### src/rtl/fifo_uart_tx.sv
// fifo_uart_tx: pops bytes from an 8-bit FIFO and sends each one as an
// asynchronous UART frame (start, 8 data bits LSB first, optional even
// parity, 1 or 2 stop bits). All outputs are registered. They are loaded from
// the next-state values, so each output changes on the same edge as the state
// change that it belongs to.
module fifo_uart_tx #(
  parameter int CLKS_PER_BIT = 434,
  parameter int PARITY_EN    = 0,
  parameter int STOP_BITS    = 1
) (
  input  logic        CLOCK,
  input  logic        RESET_N,
  input  logic        ENABLE,
  input  logic        FIFO_EMPTY_N,
  input  logic [7:0]  FIFO_DATA,
  output logic        FIFO_READ,
  output logic        TX,
  output logic        BUSY,
  output logic        BYTE_DONE,
  output logic [15:0] FRAME_COUNT
);

  localparam int BAUD_W = $clog2(CLKS_PER_BIT);
  localparam logic [BAUD_W-1:0] BAUD_LAST = BAUD_W'(CLKS_PER_BIT - 1);
  localparam logic [BAUD_W-1:0] BAUD_ZERO = BAUD_W'(0);
  localparam logic [BAUD_W-1:0] BAUD_ONE  = BAUD_W'(1);
  localparam logic STOP_LAST = (STOP_BITS == 2) ? 1'b1 : 1'b0;
  localparam logic PAR_ON    = (PARITY_EN != 0) ? 1'b1 : 1'b0;

  localparam logic [2:0] ST_IDLE   = 3'd0;
  localparam logic [2:0] ST_FETCH  = 3'd1;
  localparam logic [2:0] ST_LOAD   = 3'd2;
  localparam logic [2:0] ST_START  = 3'd3;
  localparam logic [2:0] ST_DATA   = 3'd4;
  localparam logic [2:0] ST_PARITY = 3'd5;
  localparam logic [2:0] ST_STOP   = 3'd6;

  // Even parity bit: the XOR of all data bits.
  function automatic logic even_parity(input logic [7:0] d);
    return ^d;
  endfunction

  logic [2:0]        state_r,     state_nxt_s;
  logic [BAUD_W-1:0] baud_cnt_r,  baud_nxt_s;
  logic [2:0]        bit_cnt_r,   bit_nxt_s;
  logic              stop_cnt_r,  stop_nxt_s;
  logic [7:0]        shift_r,     shift_nxt_s;
  logic              parity_r,    parity_nxt_s;
  logic [15:0]       frame_count_r, count_nxt_s;
  logic              tx_r, tx_nxt_s;
  logic              fifo_read_r, read_nxt_s;
  logic              busy_r, busy_nxt_s;
  logic              byte_done_r, done_nxt_s;
  logic              baud_last_s;

  assign baud_last_s = (baud_cnt_r == BAUD_LAST);

  // Next-state logic: frame sequencing, baud/bit/stop counting, data capture.
  always_comb begin
    state_nxt_s  = state_r;
    baud_nxt_s   = baud_cnt_r;
    bit_nxt_s    = bit_cnt_r;
    stop_nxt_s   = stop_cnt_r;
    shift_nxt_s  = shift_r;
    parity_nxt_s = parity_r;
    count_nxt_s  = frame_count_r;
    case (state_r)
      ST_IDLE: begin
        if (ENABLE && FIFO_EMPTY_N) begin
          state_nxt_s = ST_FETCH;
        end else begin
          state_nxt_s = ST_IDLE;
        end
      end
      ST_FETCH: begin
        state_nxt_s = ST_LOAD;
      end
      ST_LOAD: begin
        shift_nxt_s  = FIFO_DATA;
        parity_nxt_s = even_parity(FIFO_DATA);
        baud_nxt_s   = BAUD_ZERO;
        bit_nxt_s    = 3'd0;
        stop_nxt_s   = 1'b0;
        state_nxt_s  = ST_START;
      end
      ST_START: begin
        if (baud_last_s) begin
          baud_nxt_s  = BAUD_ZERO;
          bit_nxt_s   = 3'd0;
          state_nxt_s = ST_DATA;
        end else begin
          baud_nxt_s = baud_cnt_r + BAUD_ONE;
        end
      end
      ST_DATA: begin
        if (baud_last_s) begin
          baud_nxt_s = BAUD_ZERO;
          if (bit_cnt_r == 3'd7) begin
            bit_nxt_s  = 3'd0;
            stop_nxt_s = 1'b0;
            if (PAR_ON) begin
              state_nxt_s = ST_PARITY;
            end else begin
              state_nxt_s = ST_STOP;
            end
          end else begin
            bit_nxt_s   = bit_cnt_r + 3'd1;
            shift_nxt_s = {1'b0, shift_r[7:1]};
          end
        end else begin
          baud_nxt_s = baud_cnt_r + BAUD_ONE;
        end
      end
      ST_PARITY: begin
        if (baud_last_s) begin
          baud_nxt_s  = BAUD_ZERO;
          stop_nxt_s  = 1'b0;
          state_nxt_s = ST_STOP;
        end else begin
          baud_nxt_s = baud_cnt_r + BAUD_ONE;
        end
      end
      ST_STOP: begin
        if (baud_last_s) begin
          baud_nxt_s = BAUD_ZERO;
          if (stop_cnt_r == STOP_LAST) begin
            stop_nxt_s  = 1'b0;
            count_nxt_s = frame_count_r + 16'd1;
            state_nxt_s = ST_IDLE;
          end else begin
            stop_nxt_s = 1'b1;
          end
        end else begin
          baud_nxt_s = baud_cnt_r + BAUD_ONE;
        end
      end
      default: begin
        baud_nxt_s  = BAUD_ZERO;
        bit_nxt_s   = 3'd0;
        stop_nxt_s  = 1'b0;
        state_nxt_s = ST_IDLE;
      end
    endcase
  end

  // Output decode of the upcoming state, so the output registers line up with it.
  always_comb begin
    case (state_nxt_s)
      ST_START:  tx_nxt_s = 1'b0;
      ST_DATA:   tx_nxt_s = shift_nxt_s[0];
      ST_PARITY: tx_nxt_s = parity_nxt_s;
      default:   tx_nxt_s = 1'b1;
    endcase
    read_nxt_s = (state_nxt_s == ST_FETCH);
    busy_nxt_s = (state_nxt_s != ST_IDLE);
    done_nxt_s = (state_nxt_s == ST_STOP) && (stop_nxt_s == STOP_LAST) &&
                 (baud_nxt_s == BAUD_LAST);
  end

  // State, datapath and output registers; reset returns the line to idle high.
  always_ff @(posedge CLOCK or negedge RESET_N) begin
    if (!RESET_N) begin
      state_r       <= ST_IDLE;
      baud_cnt_r    <= BAUD_ZERO;
      bit_cnt_r     <= 3'd0;
      stop_cnt_r    <= 1'b0;
      shift_r       <= 8'd0;
      parity_r      <= 1'b0;
      frame_count_r <= 16'd0;
      tx_r          <= 1'b1;
      fifo_read_r   <= 1'b0;
      busy_r        <= 1'b0;
      byte_done_r   <= 1'b0;
    end else begin
      state_r       <= state_nxt_s;
      baud_cnt_r    <= baud_nxt_s;
      bit_cnt_r     <= bit_nxt_s;
      stop_cnt_r    <= stop_nxt_s;
      shift_r       <= shift_nxt_s;
      parity_r      <= parity_nxt_s;
      frame_count_r <= count_nxt_s;
      tx_r          <= tx_nxt_s;
      fifo_read_r   <= read_nxt_s;
      busy_r        <= busy_nxt_s;
      byte_done_r   <= done_nxt_s;
    end
  end

  assign TX          = tx_r;
  assign FIFO_READ   = fifo_read_r;
  assign BUSY        = busy_r;
  assign BYTE_DONE   = byte_done_r;
  assign FRAME_COUNT = frame_count_r;

endmodule

### config.mk
export PLATFORM = sky130hd
export DESIGN_NAME = fifo_uart_tx
export DESIGN_NICKNAME = d
export VERILOG_FILES = /design/src/rtl/fifo_uart_tx.sv
export SDC_FILE = /design/constraint.sdc
export NUM_CORES = 1
export LEC_CHECK = 0
export BUFFER_PORTS_ARGS = -buffer_cell sky130_fd_sc_hd__buf_4
export CAP_MARGIN = 20
export CORE_UTILIZATION = 50
export DETAILED_ROUTE_END_ITERATION = 6
export PLACE_DENSITY = 0.78
export SLEW_MARGIN = 10
export SYNTH_ARGS = -nofsm -noshare
export SYNTH_HDL_FRONTEND = slang
export SYNTH_SLANG_ARGS = --single-unit
### constraint.sdc
create_clock -name CLOCK -period 6.37 [get_ports CLOCK]
set_input_delay 0.637 -clock CLOCK [delete_from_list [all_inputs] [get_ports CLOCK]]
set_output_delay 0.637 -clock CLOCK [all_outputs]
set_load 0.02 [all_outputs]
Word-level counts from Yosys, hierarchy flattened
Cells that the tools add are included.

cells by class
  muxes and demuxes = 25
  equality and inequality tests = 17
  reduce and logical (&&, ||, !) cells = 14
  bitwise gates (word level) = 3
  $add $sub $neg = 3

operators with widths
  cell                                                  count
  two-way mux 3 bit                                     9
  equality test 3 bit (second input constant)           7
  one-hot mux 3 bit (7 select lines)                    1
  equality test 9 bit (second input constant)           2
  one-hot mux 9 bit (2 select lines)                    1
  adder 16 x 1 -> 16 bit (second input constant)        1
  two-way mux 8 bit                                     2
  one-hot mux 8 bit (2 select lines)                    1
  adder 9 x 1 -> 9 bit (second input constant)          1
  equality test 3 x 2 -> 1 bit (second input constant)  3
  two-way mux 9 bit                                     1
  one-hot mux 3 bit (3 select lines)                    1
  AND reduction 3 bit                                   3
  OR reduction 4 bit                                    2
  parity 8 bit                                          1
  two-way mux 1 bit                                     7
  equality test 3 x 1 -> 1 bit (second input constant)  2
  != test 2 bit (second input constant)                 3
  one-hot mux 1 bit (4 select lines)                    1
  adder 3 x 1 -> 3 bit (second input constant)          1
  logical AND 1 bit                                     3
  logical NOT 3 bit                                     1
  inverter 1 bit                                        3
  one-hot mux 1 bit (3 select lines)                    1
  other kinds (4)                                       4

word-level totals
  bits in registers = 45

Depth between registers and ports, before layout
Gate-level depths: netlist of run 1.

  depth in word-level cells = 7
  depth in mapped cells = 9
  depth with buffers taken out = 8

Least setup slack after synthesis of run 1
OpenSTA, ideal clock, no wires.

  path type = flip-flop to flip-flop
  start = register baud_cnt_r[1]
  end = register tx_r (netlist: TX)
  required time = 6.287 ns
  path buffers = 1
  period minus slack after synthesis = 2.017 ns
  data arrival time = 1.934 ns
  stages on the path, launching flop included = 10
  setup slack = 4.353 ns
  cell sequence = dfrtp_1 inv_1 ha_1 nand4b_4 nor3_4 and3b_1 buf_6 nor2_4 a21o_1 a221o_1

on the way
  elaborated cells on any way between the ends = 12
  those cells by class = eq/ne: 4; mux: 8

RTL lines
  what                                line  RTL
  from (decl)                         44    logic [BAUD_W-1:0] baud_cnt_r, baud_nxt_s;
  from (signal assigned)              176   baud_cnt_r <= baud_nxt_s;
  equality test 9 bit                 56    assign baud_last_s = (baud_cnt_r == BAUD_LAST);
  two-way mux 8 bit                   96    if (baud_last_s) begin
  one-hot mux 8 bit (2 select lines)  67    case (state_r)
  net shift_nxt_s[0]                  47    logic [7:0] shift_r, shift_nxt_s;
  one-hot mux 1 bit (3 select lines)  148   case (state_nxt_s)
  net tx_nxt_s                        50    logic tx_r, tx_nxt_s;
  to (signal assigned)                182   tx_r <= tx_nxt_s;
  to (decl)                           50

The timed path passes the listed nets, and every way through them passes these cells. The select of a mux whose other input is x is not followed.
A chain may end at the register's enable or synchronous reset.

Final worst setup path of run 1
Ends and elaborated chain as after synthesis.

==> results.json, run 1 <==
{
  "period_minus_slack_ns": 2.381,
  "ports": 32,
  "yosysSeqAreaShare_pct": 46.66,
  "post_synth_num_cell_types": 52,
  "grt_usage_pct": 20.77,
  "mappedNetlistArea_sq_mm": 0.002416,
  "initial_antenna_violation_count": 0,
  "swShare_pct": 31.44,
  "r2r_setup_slack_ns": 3.99,
  "synth-seq-cells": 45,
  "synth_cells": 241,
  "postSynth.topFlopCell": "sky130_fd_sc_hd__dfrtp_1",
  "total_inserted_antenna_cells": 0,
  "dieArea_sq_mm": 0.005114,
  "regArea_sq_mm": 0.001127,
  "critical_path_arrival_ns": 2.62,
  "cellPowerDensity_mw_per_mm2": 237.8,
  "setup_viol_count_final": 0,
  "root_buffer": "sky130_fd_sc_hd__clkbuf_8",
  "fp.coreArea_sq_mm": 0.004504,
  "post_drt_via_cell_ratio": 5.752,
  "drtPass1Iterations": 4,
  "clockBufferDepth": 2,
  "areaGrowthSynthToFinish_pct": 14.86,
  "net-switching-power_mw": 0.2075,
  "route.detailed.drc": 0,
  "maxSlewViolCount": 0,
  "hold_viol_final": 0,
  "finalClockSkew_ns": 0.007790,
  "outcome": "complete, no violations",
  "min_path_type": "input pin to async pin",
  "critical_path_endpoint_category": "flip-flop",
  "overflow": 0,
  "power_leakage_nw": 1.337,
  "synth_top_area_share_pct": 45.57,
  "die_h_um": 71.52,
  "peakVddDrop_v": 0.0001361,
  "seq_power_share_pct": 55.2,
  "unrepaired_setup_endpoints_after_global_routing": "false",
  "h-tree-depth": 2,
  "vias": 1875,
  "timing.setup.critical_path_class": "flip-flop to flip-flop",
  "tritoncts_clock_tree": "yes",
  "fmaxAchievable_mhz": 420.1,
  "final_min_period_over_clock_period_pct": 37.37,
  "max_slew.worst_pin.slew_ns": 0.7488,
  "fin_nets": 290,
  "synth_edf_count": 0,
  "post-route-util_pct": 61.61,
  "drive_above_1_share_pct": 20.44,
  "clock_insertion_delay_worst_skew_ns": 0.30,
  "numCtsBuffers": 5,
  "routabilityCongestion": 0.8589,
  "iter_0_drt_violations": 60,
  "cts_post_setup_buffers_inserted": 0,
  "worst-path-max-fanout": 10,
  "ys.warnings.count": 0,
  "wire_length_of_the_first_global_routing_pass_mm": 8.231,
  "port-buffer-count": 31,
  "first_global_vias": 1777,
  "internal_power_mw": 0.4525,
  "routed_wirelength_mm": 4.692,
  "yosys.cell_count.top_type": "sky130_fd_sc_hd__dfrtp_1",
  "synthTopCellsByArea": "sky130_fd_sc_hd__dfrtp_1, sky130_fd_sc_hd__xnor2_1, sky130_fd_sc_hd__nand2_1",
  "initial_core_utilization_pct": 53.64,
  "setup-tns-final_ns": 0,
  "clkSlewWorstSetupHoldPaths_ns": 0.09,
  "commonest_cells_post_synth": "sky130_fd_sc_hd__dfrtp_1, sky130_fd_sc_hd__nand2_1, sky130_fd_sc_hd__xnor2_1",
  "rr_endpoint": "TX$_DFF_PN1_",
  "grt_start_max_net_pins": 46,
  "detailedPlacementHpwl_mm": 3.403,
  "wl_per_cell_um": 14.39,
  "synthesis.area_per_instance_sq_um": 10.03,
  "floorplan.rows": 24,
  "count_of_clock_tree_sinks": 45,
  "dieWidth_um": 71.52,
  "reg2regPathDepth": 8,
  "multi_input_area_sq_mm": 0.001225,
  "num-fill-cells": 390,
  "critPathLaunchType": "flip-flop",
  "postCtsHoldBufs": 0,
  "cap_violations": 0,
  "postSynthNetCount": 258,
  "cts-resized-gates": 0,
  "max_slew_margin_pct": 49.89,
  "async_flop_share_pct": 100.0,
  "pwr-share-comb_pct": 16.8,
  "rr_startpoint": "baud_cnt_r[1]$_DFF_PN0_",
  "clock_power_share_pct": 28.0,
  "synth_top_cell_by_area": "sky130_fd_sc_hd__dfrtp_1",
  "worstPathRequired_ns": 6.60,
  "drtAntennaViolNets": 0
}
-- through the flow --
stage                     area (sq um)  cells  setup slack [ns]  power, mW  hold WS, ns
after floorplan                   2416    241             4.353     0.4409       0.3414
after global placement            2681    318             4.063     0.4756       0.4609
after detailed placement          2681    318             4.005     0.4790       0.4648
after CTS                         2775    326             3.983     0.6634       0.3372
after global routing              2775    326             3.802     0.6940       0.3629
final                             2775    326             3.989     0.6600       0.3120
-- per-layer routing --
layer | part of all wire, % | wire [um] | up-vias | track usage [%]
met5 | 0 | 0 | - | 0
met4 | 1.4 | 66 | 0 | 9.150
met3 | 4.8 | 227 | 5 | 3.516
met2 | 45 | 2107 | 58 | 31.32
met1 | 49 | 2290 | 884 | 29.75
li1 | - | - | 928 | -
-- flip-flops by register name, indices dropped and copies added (netlist names), 3 cells and up --
| register | flops |
|---|---|
| baud_cnt_r | 9 |
| shift_r | 8 |
| FRAME_COUNT | 16 |
| bit_cnt_r | 3 |
| state_r | 3 |
-- how the worst max path moves through the flow --
stage                     slack, ns           end                    start  cells after the start
after CTS                      3.98  TX$_DFF_PN1_  baud_cnt_r[1]$_DFF_PN0_                      8
after global placement         4.06  TX$_DFF_PN1_  baud_cnt_r[1]$_DFF_PN0_                      8
final                          3.99  TX$_DFF_PN1_  baud_cnt_r[1]$_DFF_PN0_                      8
after floorplan                4.35  TX$_DFF_PN1_  baud_cnt_r[1]$_DFF_PN0_                      9
after detailed placement       4.00  TX$_DFF_PN1_  baud_cnt_r[1]$_DFF_PN0_                      8
after global routing           3.80  TX$_DFF_PN1_  baud_cnt_r[1]$_DFF_PN0_                      8
-- area by class of cell --
class,instances,share of cell area (%)
Clock inverter,3,0.9017
Sequential cell,45,40.62
Clock buffer,5,2.480
Multi-Input combinational cell,182,44.14
Tap cell,52,2.344
Inverter,8,1.127
Timing Repair Buffer,31,8.386
-- power by group through the flow --
stage                     clock network [mW]  logic [mW]  registers [mW]
after floorplan                            0      0.0877           0.353
after global placement                     0       0.107           0.368
after detailed placement                   0       0.111           0.368
after CTS                              0.189       0.111           0.363
after global routing                   0.200       0.125           0.369
final                                  0.185       0.111           0.364
-- critical path: stages, from the launching register on --
cell,delay (ns)
sky130_fd_sc_hd__dfrtp_1,0.43
sky130_fd_sc_hd__inv_1,0.07
sky130_fd_sc_hd__ha_1,0.20
sky130_fd_sc_hd__nand4b_4,0.16
sky130_fd_sc_hd__nor3_4,0.38
sky130_fd_sc_hd__and3b_1,0.48
sky130_fd_sc_hd__nor2_4,0.09
sky130_fd_sc_hd__a21o_1,0.22
sky130_fd_sc_hd__a221o_1,0.28
-- placed cells by master, fill, tap and decap left out, types with 2 or more instances in the layout --
cell	n
sky130_fd_sc_hd__dfrtp_1	44
sky130_fd_sc_hd__nand2_1	36
sky130_fd_sc_hd__buf_4	31
sky130_fd_sc_hd__xnor2_1	21
sky130_fd_sc_hd__nor2_1	17
sky130_fd_sc_hd__o21ai_0	14
sky130_fd_sc_hd__nand3_1	10
sky130_fd_sc_hd__inv_1	7
sky130_fd_sc_hd__nand4_1	7
sky130_fd_sc_hd__and3_1	7
sky130_fd_sc_hd__a22oi_1	6
sky130_fd_sc_hd__ha_1	5
sky130_fd_sc_hd__clkbuf_8	5
sky130_fd_sc_hd__and2_1	4
sky130_fd_sc_hd__a21oi_1	4
sky130_fd_sc_hd__xor2_1	4
sky130_fd_sc_hd__a31o_2	3
sky130_fd_sc_hd__a21o_1	3
sky130_fd_sc_hd__nor2_4	2
sky130_fd_sc_hd__nand2b_1	2
sky130_fd_sc_hd__nor3_1	2
sky130_fd_sc_hd__o32ai_1	2
sky130_fd_sc_hd__a22o_1	2
sky130_fd_sc_hd__o31ai_1	2
sky130_fd_sc_hd__a211oi_1	2
sky130_fd_sc_hd__a221o_1	2
sky130_fd_sc_hd__a31oi_1	2
sky130_fd_sc_hd__a32o_1	2
sky130_fd_sc_hd__mux2_2	2
-- kinds of logic after synthesis --
group,count (synthesis),share of synthesized area [%]
and+or+nand+nor,100,23.20
adders and majority gates,5,2.589
AOI/OAI and AO/OA,50,14.91
DFF,45,46.66
buffers and inverters,14,2.641
xor gates and xnor gates,25,9.063
muxes,2,0.9321
Note: power is estimated with default switching activity, not from simulation.
==> run 2, diff against run 1 <==
--- a/config.mk
+++ b/config.mk
@@ -9,7 +9,7 @@
 export CAP_MARGIN = 20
 export CORE_UTILIZATION = 50
 export DETAILED_ROUTE_END_ITERATION = 6
-export PLACE_DENSITY = 0.78
+export PLACE_DENSITY = 0.8
 export SLEW_MARGIN = 10
 export SYNTH_ARGS = -nofsm -noshare
 export SYNTH_HDL_FRONTEND = slang
==> constraint.sdc (replaced) <==
create_clock -name CLOCK -period 2.1 [get_ports CLOCK]
set_input_delay 0.21 -clock CLOCK [delete_from_list [all_inputs] [get_ports CLOCK]]
set_output_delay 0.21 -clock CLOCK [all_outputs]
set_load 0.02 [all_outputs]
==> run 2 against run 1 <==
Net effect:
- maximum frequency increased by 20%
- power grew to 3.2 times the previous value
- register-to-register slack worse by 3.9 ns
- global-route usage rose by 1.8 points
- worst setup slack got worse by 3.9 ns
- non-clock buffer count grew 23
- clock skew shrank 0.0037 ns
- worst hold slack lost 0.17 ns
- sequential power grew to 3.0 times the previous value
- via count increased by 11%
- critical path depth is 1 higher
- critical endpoint unchanged
==> results.json, run 2 (synthesis results as in run 1) <==
{
  "max_slew.worst_pin.slew_ns": 0.5650,
  "num-fill-cells": 369,
  "fmaxAchievable_mhz": 503.5,
  "timing.critical_path.cells": "inv_1 > ha_4 > nand4b_4 > nor2_4 > nor2_1 > a311oi_2 > buf_4 > nor3_1 > a221o_1",
  "grt_start_max_net_pins": 46,
  "instance_area_at_placement_sq_mm": 0.002801,
  "drtAntennaViolNets": 0,
  "outcome": "complete, no violations",
  "min_from": "FIFO_DATA[7]",
  "clockBufferDepth": 2,
  "finalClockSkew_ns": 0.004128,
  "period_minus_slack_ns": 1.986,
  "dieArea_sq_mm": 0.005114,
  "hold_viol_final": 0,
  "post_drt_via_cell_ratio": 5.954,
  "routed_wirelength_mm": 5.524,
  "setup-tns-final_ns": 0,
  "final_common_cell": "sky130_fd_sc_hd__buf_4",
  "overflow": 0,
  "critical-path-slowest-cell": "sky130_fd_sc_hd__dfrtp_1",
  "critPathLaunchType": "flip-flop",
  "max_slew_margin_pct": 62.34,
  "tritoncts_clock_tree": "yes",
  "maxSlewViolCount": 0,
  "floorplan.rows": 24,
  "worstPathRequired_ns": 2.33,
  "total_inserted_antenna_cells": 0,
  "setup_viol_count_final": 0,
  "numCtsBuffers": 5,
  "critical_path_arrival_ns": 2.22,
  "root_buffer": "sky130_fd_sc_hd__clkbuf_8",
  "final_area_sq_mm": 0.002988,
  "h-tree-depth": 2,
  "final_min_period_over_clock_period_pct": 94.58,
  "clkSlewWorstSetupHoldPaths_ns": 0.09,
  "detailedPlacementHpwl_mm": 3.748,
  "initial_antenna_violation_count": 0,
  "fin_nets": 313,
  "cap_violations": 0,
  "drt-met1-wl_mm": 2.435,
  "port-buffer-count": 31,
  "uppermost_routed_layer": "met4",
  "vias": 2078,
  "power_leakage_nw": 1.460,
  "wl_per_cell_um": 15.83,
  "count_of_clock_tree_sinks": 45,
  "first_global_vias": 2032,
  "grt_usage_pct": 22.55,
  "mostFrequentLayoutCells": "sky130_fd_sc_hd__buf_4, sky130_fd_sc_hd__dfrtp_1, sky130_fd_sc_hd__nand2_1",
  "areaGrowthSynthToFinish_pct": 23.67,
  "min_path_type": "input pin to flip-flop",
  "worst-path-max-fanout": 5,
  "clock_insertion_delay_worst_skew_ns": 0.30,
  "wire_length_of_the_first_global_routing_pass_mm": 9.135,
  "cellPowerDensity_mw_per_mm2": 705.7,
  "die_h_um": 71.52,
  "critical_path_endpoint_category": "flip-flop",
  "drtPass1Iterations": 4,
  "wl_met3_um": 341,
  "ports": 32,
  "route.detailed.drc": 0,
  "fp.coreArea_sq_mm": 0.004504,
  "peakVddDrop_v": 0.0005430,
  "drive_above_1_share_pct": 28.96,
  "timing.setup.critical_path_class": "flip-flop to flip-flop",
  "dieWidth_um": 71.52,
  "unrepaired_setup_endpoints_after_global_routing": "true",
  "iter_0_drt_violations": 103,
  "largest_register_ffs": 16,
  "crit_path_max_cell_delay_ns": 0.40,
  "routabilityCongestion": 0.8695,
  "startpoint": "baud_cnt_r[1]$_DFF_PN0_",
  "dr_wl_met2_mm": 2.715,
  "initial_core_utilization_pct": 53.64,
  "rr_startpoint": "baud_cnt_r[1]$_DFF_PN0_"
}
-- run 2: layout make-up --
type	count	area [sq um]	share of cell area, %
flip-flops and latches	45	1127	37.73
repair buffers	54	407.9	13.65
multi-input cells	182	1262	42.25
inverters	8	31.28	1.047
clock buffers	5	68.82	2.303
well taps	52	65.06	2.178
clock inverters	3	25.02	0.8375
-- run 2: report_power, final --
| part | internal, mW | leakage (nW) | switching [mW] |
|---|---|---|---|
| clock | 0.241 | 0.0447 | 0.326 |
| combinational | 0.229 | 0.835 | 0.235 |
| sequential | 0.971 | 0.581 | 0.107 |
| total | 1.44 | 1.46 | 0.668 |
-- run 2: worst max-delay path: cells and delay by family (launching register included) --
family	cells	cell delay (ns)
buffers and inverters	2	0.27
AND/OR/NAND/NOR	4	0.47
AO/OA/AOI/OAI	2	0.63
adder cells (fa/ha/maj)	1	0.15
flip-flops	1	0.40
-- run 2: stage by stage --
step / power [mW] / hold WS [ns] / utilization, % / setup slack [ns] / instances
global placement: 1.504 / 0.2455 / 62.19 / 0.01525 / 334
floorplan: 1.338 / -0.08559 / - / 0.08261 / 241
detailed placement: 1.518 / 0.2523 / 62.19 / -0.02381 / 334
CTS: 2.087 / 0.1394 / 65.22 / 0.02838 / 347
finish: 2.109 / 0.1425 / 66.33 / 0.1139 / 349
global route: 2.211 / 0.1621 / 66.33 / -0.01711 / 349
-- run 2: final timing paths --
check                      cells after the start  slack [ns]                           to
min reg2reg                                    1        0.47  FRAME_COUNT[15]$_DFFE_PN0P_
max in group asynchronous                      2        1.28      baud_cnt_r[8]$_DFF_PN0_
min in group asynchronous                      2        0.45   FRAME_COUNT[0]$_DFFE_PN0P_
max reg2reg                                    9        0.11                 TX$_DFF_PN1_
min                                            3        0.14       shift_r[7]$_DFFE_PN0P_
max                                            9        0.11                 TX$_DFF_PN1_
-- run 2: per-layer routing --
| metal | vias to the layer above | GRT usage, % |
|---|---|---|
| met1 | 1013 | 31.28 |
| met2 | 88 | 36.08 |
| met4 | 0 | 6.318 |
| met3 | 4 | 4.782 |
| met5 | - | 0 |
| li1 | 973 | - |
-- run 2: repair_timing --
item / CTS / global route
hold buffers: 1 / 0
pin swaps: 2 / 3
resized for setup: 1 / 9
endpoints found under the hold margin: 44 / 0
setup endpoints to repair: 2 / 10
setup buffers: 4 / 2
==> run 3, diff against run 2 <==
==> constraint.sdc (replaced) <==
create_clock -name CLOCK -period 1.62 [get_ports CLOCK]
set_input_delay 0.162 -clock CLOCK [delete_from_list [all_inputs] [get_ports CLOCK]]
set_output_delay 0.162 -clock CLOCK [all_outputs]
set_load 0.02 [all_outputs]
==> run 3 against run 2 <==
Net effect:
- the run now ends with negative setup slack left
- largest cell class unchanged
- worst hold slack got worse by 0.075 ns
- sequential power rose by 29%
- worst setup slack got worse by 0.58 ns
- die area did not move
- flip-flop and latch count did not move
- sequential share of layout area fell by 7.1 points
- count of clock-buffer cells in the layout did not move
- clock skew rose by 0.0030 ns
==> results.json, run 3 (synthesis results as in run 1) <==
{
  "outcome": "complete, but fails checks",
  "failed_checks": "negative setup slack",
  "peakVddDrop_v": 0.0007469,
  "timing.critical_path.cells": "inv_2 > ha_4 > nand4b_4 > o21ai_0 > o21ai_1 > a211oi_2 > nand3_1 > nor4_2",
  "seq_power_share_pct": 46.2,
  "total_inserted_antenna_cells": 0,
  "cellPowerDensity_mw_per_mm2": 814.8,
  "fmaxAchievable_mhz": 480.2,
  "swShare_pct": 33.72,
  "num-fill-cells": 241,
  "grt_usage_pct": 28.27,
  "drtPass1Iterations": 5,
  "worstPathRequired_ns": 1.84,
  "grt_start_max_net_pins": 46,
  "final_min_period_over_clock_period_pct": 128.6,
  "dieWidth_um": 71.52,
  "overflow": 0,
  "routed_wirelength_mm": 7.666,
  "rr_endpoint": "BYTE_DONE$_DFF_PN0_",
  "mostFrequentLayoutCells": "sky130_fd_sc_hd__buf_4, sky130_fd_sc_hd__dfrtp_1, sky130_fd_sc_hd__nand2_1",
  "vias": 2456,
  "wire_length_of_the_first_global_routing_pass_mm": 11.04,
  "finalClockSkew_ns": 0.007145,
  "post_drt_via_cell_ratio": 6.171,
  "period_minus_slack_ns": 2.083,
  "hold_viol_final": 0,
  "port-buffer-count": 31,
  "critPathLaunchType": "flip-flop",
  "power_leakage_nw": 1.857,
  "net-switching-power_mw": 1.014,
  "critical_path_arrival_ns": 2.30,
  "route.detailed.drc": 0,
  "wl_per_cell_um": 19.26,
  "die_h_um": 71.52,
  "clkSlewWorstSetupHoldPaths_ns": 0.10,
  "critical-path-slowest-cell": "sky130_fd_sc_hd__dfrtp_1",
  "initial_core_utilization_pct": 53.64,
  "routabilityCongestion": 0.9456,
  "count_of_clock_tree_sinks": 45,
  "unrepaired_setup_endpoints_after_global_routing": "true",
  "min_from": "FIFO_DATA[7]",
  "fp.coreArea_sq_mm": 0.004504,
  "maxSlewViolCount": 0,
  "worst-path-max-fanout": 3,
  "largest_register_ffs": 16,
  "instance_area_at_placement_sq_mm": 0.003169,
  "cap_violations": 0,
  "dpl.cell_count": 379,
  "final_area_sq_mm": 0.003690,
  "tritoncts_clock_tree": "yes",
  "areaGrowthSynthToFinish_pct": 52.72,
  "final_common_cell": "sky130_fd_sc_hd__buf_4",
  "first_global_vias": 2322,
  "total_power_mw": 3.006,
  "drive_above_1_share_pct": 50.29,
  "holdPathEnd": "shift_r[7]$_DFFE_PN0P_",
  "timing.setup.critical_path_class": "flip-flop to flip-flop",
  "finalNonFillerCells": 398,
  "clock_insertion_delay_worst_skew_ns": 0.32,
  "hold-path-cell-count": 3,
  "max_slew.worst_pin.slew_ns": 0.5656,
  "r2r_setup_slack_ns": -0.46,
  "critical_path_endpoint_category": "flip-flop",
  "min_path_type": "input pin to flip-flop",
  "clock_power_share_pct": 25.3,
  "h-tree-depth": 2,
  "fin_nets": 362,
  "crit_path_max_cell_delay_ns": 0.39,
  "initial_antenna_violation_count": 0,
  "post-route-worst-setup-slack_ns": -0.4625,
  "clockBufferDepth": 2,
  "dieArea_sq_mm": 0.005114,
  "floorplan.rows": 24,
  "iter_0_drt_violations": 176,
  "drtAntennaViolNets": 0,
  "detailedPlacementHpwl_mm": 4.521,
  "internal_power_mw": 1.993,
  "root_buffer": "sky130_fd_sc_hd__clkbuf_8",
  "numCtsBuffers": 5,
  "max_slew_margin_pct": 62.29,
  "pwr-share-comb_pct": 28.5,
  "setup_viol_count_final": 35,
  "place_ws_ns": -0.3585,
  "rr_startpoint": "baud_cnt_r[1]$_DFF_PN0_",
  "reg2regPathDepth": 8,
  "ports": 32
}
-- run 3: cell types whose count changed in the layout (fill, tap and decap cells not counted), sizes merged --
cell / change
buf: +49
inv: +1
clkinv: -1
-- run 3: worst max path at each step --
stage	start	end
final	baud_cnt_r[1]$_DFF_PN0_	BYTE_DONE$_DFF_PN0_
after global routing	baud_cnt_r[1]$_DFF_PN0_	BYTE_DONE$_DFF_PN0_
after CTS	baud_cnt_r[1]$_DFF_PN0_	BYTE_DONE$_DFF_PN0_
after detailed placement	baud_cnt_r[1]$_DFF_PN0_	TX$_DFF_PN1_
after global placement	baud_cnt_r[0]$_DFF_PN0_	BYTE_DONE$_DFF_PN0_
after floorplan	baud_cnt_r[1]$_DFF_PN0_	TX$_DFF_PN1_
-- run 3: layout make-up --
| cell class | count | area (sq um) | share of cell area (%) |
|---|---|---|---|
| clock inverter | 3 | 25.02 | 0.6782 |
| clock buffer | 5 | 68.82 | 1.865 |
| timing repair buffer | 103 | 870.8 | 23.60 |
| multi-input combinational | 182 | 1499 | 40.62 |
| inverter | 8 | 32.53 | 0.8817 |
| sequential | 45 | 1129 | 30.59 |
| tap | 52 | 65.06 | 1.763 |
-- run 3: power groups by stage --
stage	Sequential, mW	Combinational (mW)	Clock [mW]
final	1.39	0.858	0.760
after detailed placement	1.38	0.717	0
after global routing	1.40	0.917	0.788
after global placement	1.38	0.685	0
after floorplan	1.39	0.349	0
after CTS	1.38	0.750	0.766
-- run 3: worst max-delay path, delay by kind of cell (launching register included) --
kind	cells	cell delay, ns
flops	1	0.39
compound gates	3	0.80
buf+inv	1	0.07
simple gates	3	0.59
fa+ha+maj	1	0.14
-- run 3: repair_timing --
action / 4_1_cts / 5_1_grt
setup endpoints to repair: 36 / 41
gates resized for setup: 35 / 52
buffers inserted: 4 / 9
hold endpoints to repair: 44 / 0
hold buffers: 1 / 0
pin swaps: 21 / 22
-- run 3: routing by layer --
metal	vias up	wire length (um)	track usage, %
li1	1067	-	-
met1	1193	2922	36.38
met2	151	3843	46.77
met3	45	553	4.782
met4	0	347	13.51
met5	-	0	0
-- run 3: through the flow --
stage	utilization [%]	hold slack, ns	setup TNS (ns)
2_1_floorplan	-	-0.1336	-2.025
3_3_place_gp	70.36	0.1948	-3.215
3_5_place_dp	70.36	0.2001	-5.183
4_1_cts	76.44	0.06719	-3.884
5_1_grt	81.92	0.07741	-9.709
6_report	81.92	0.06790	-6.584
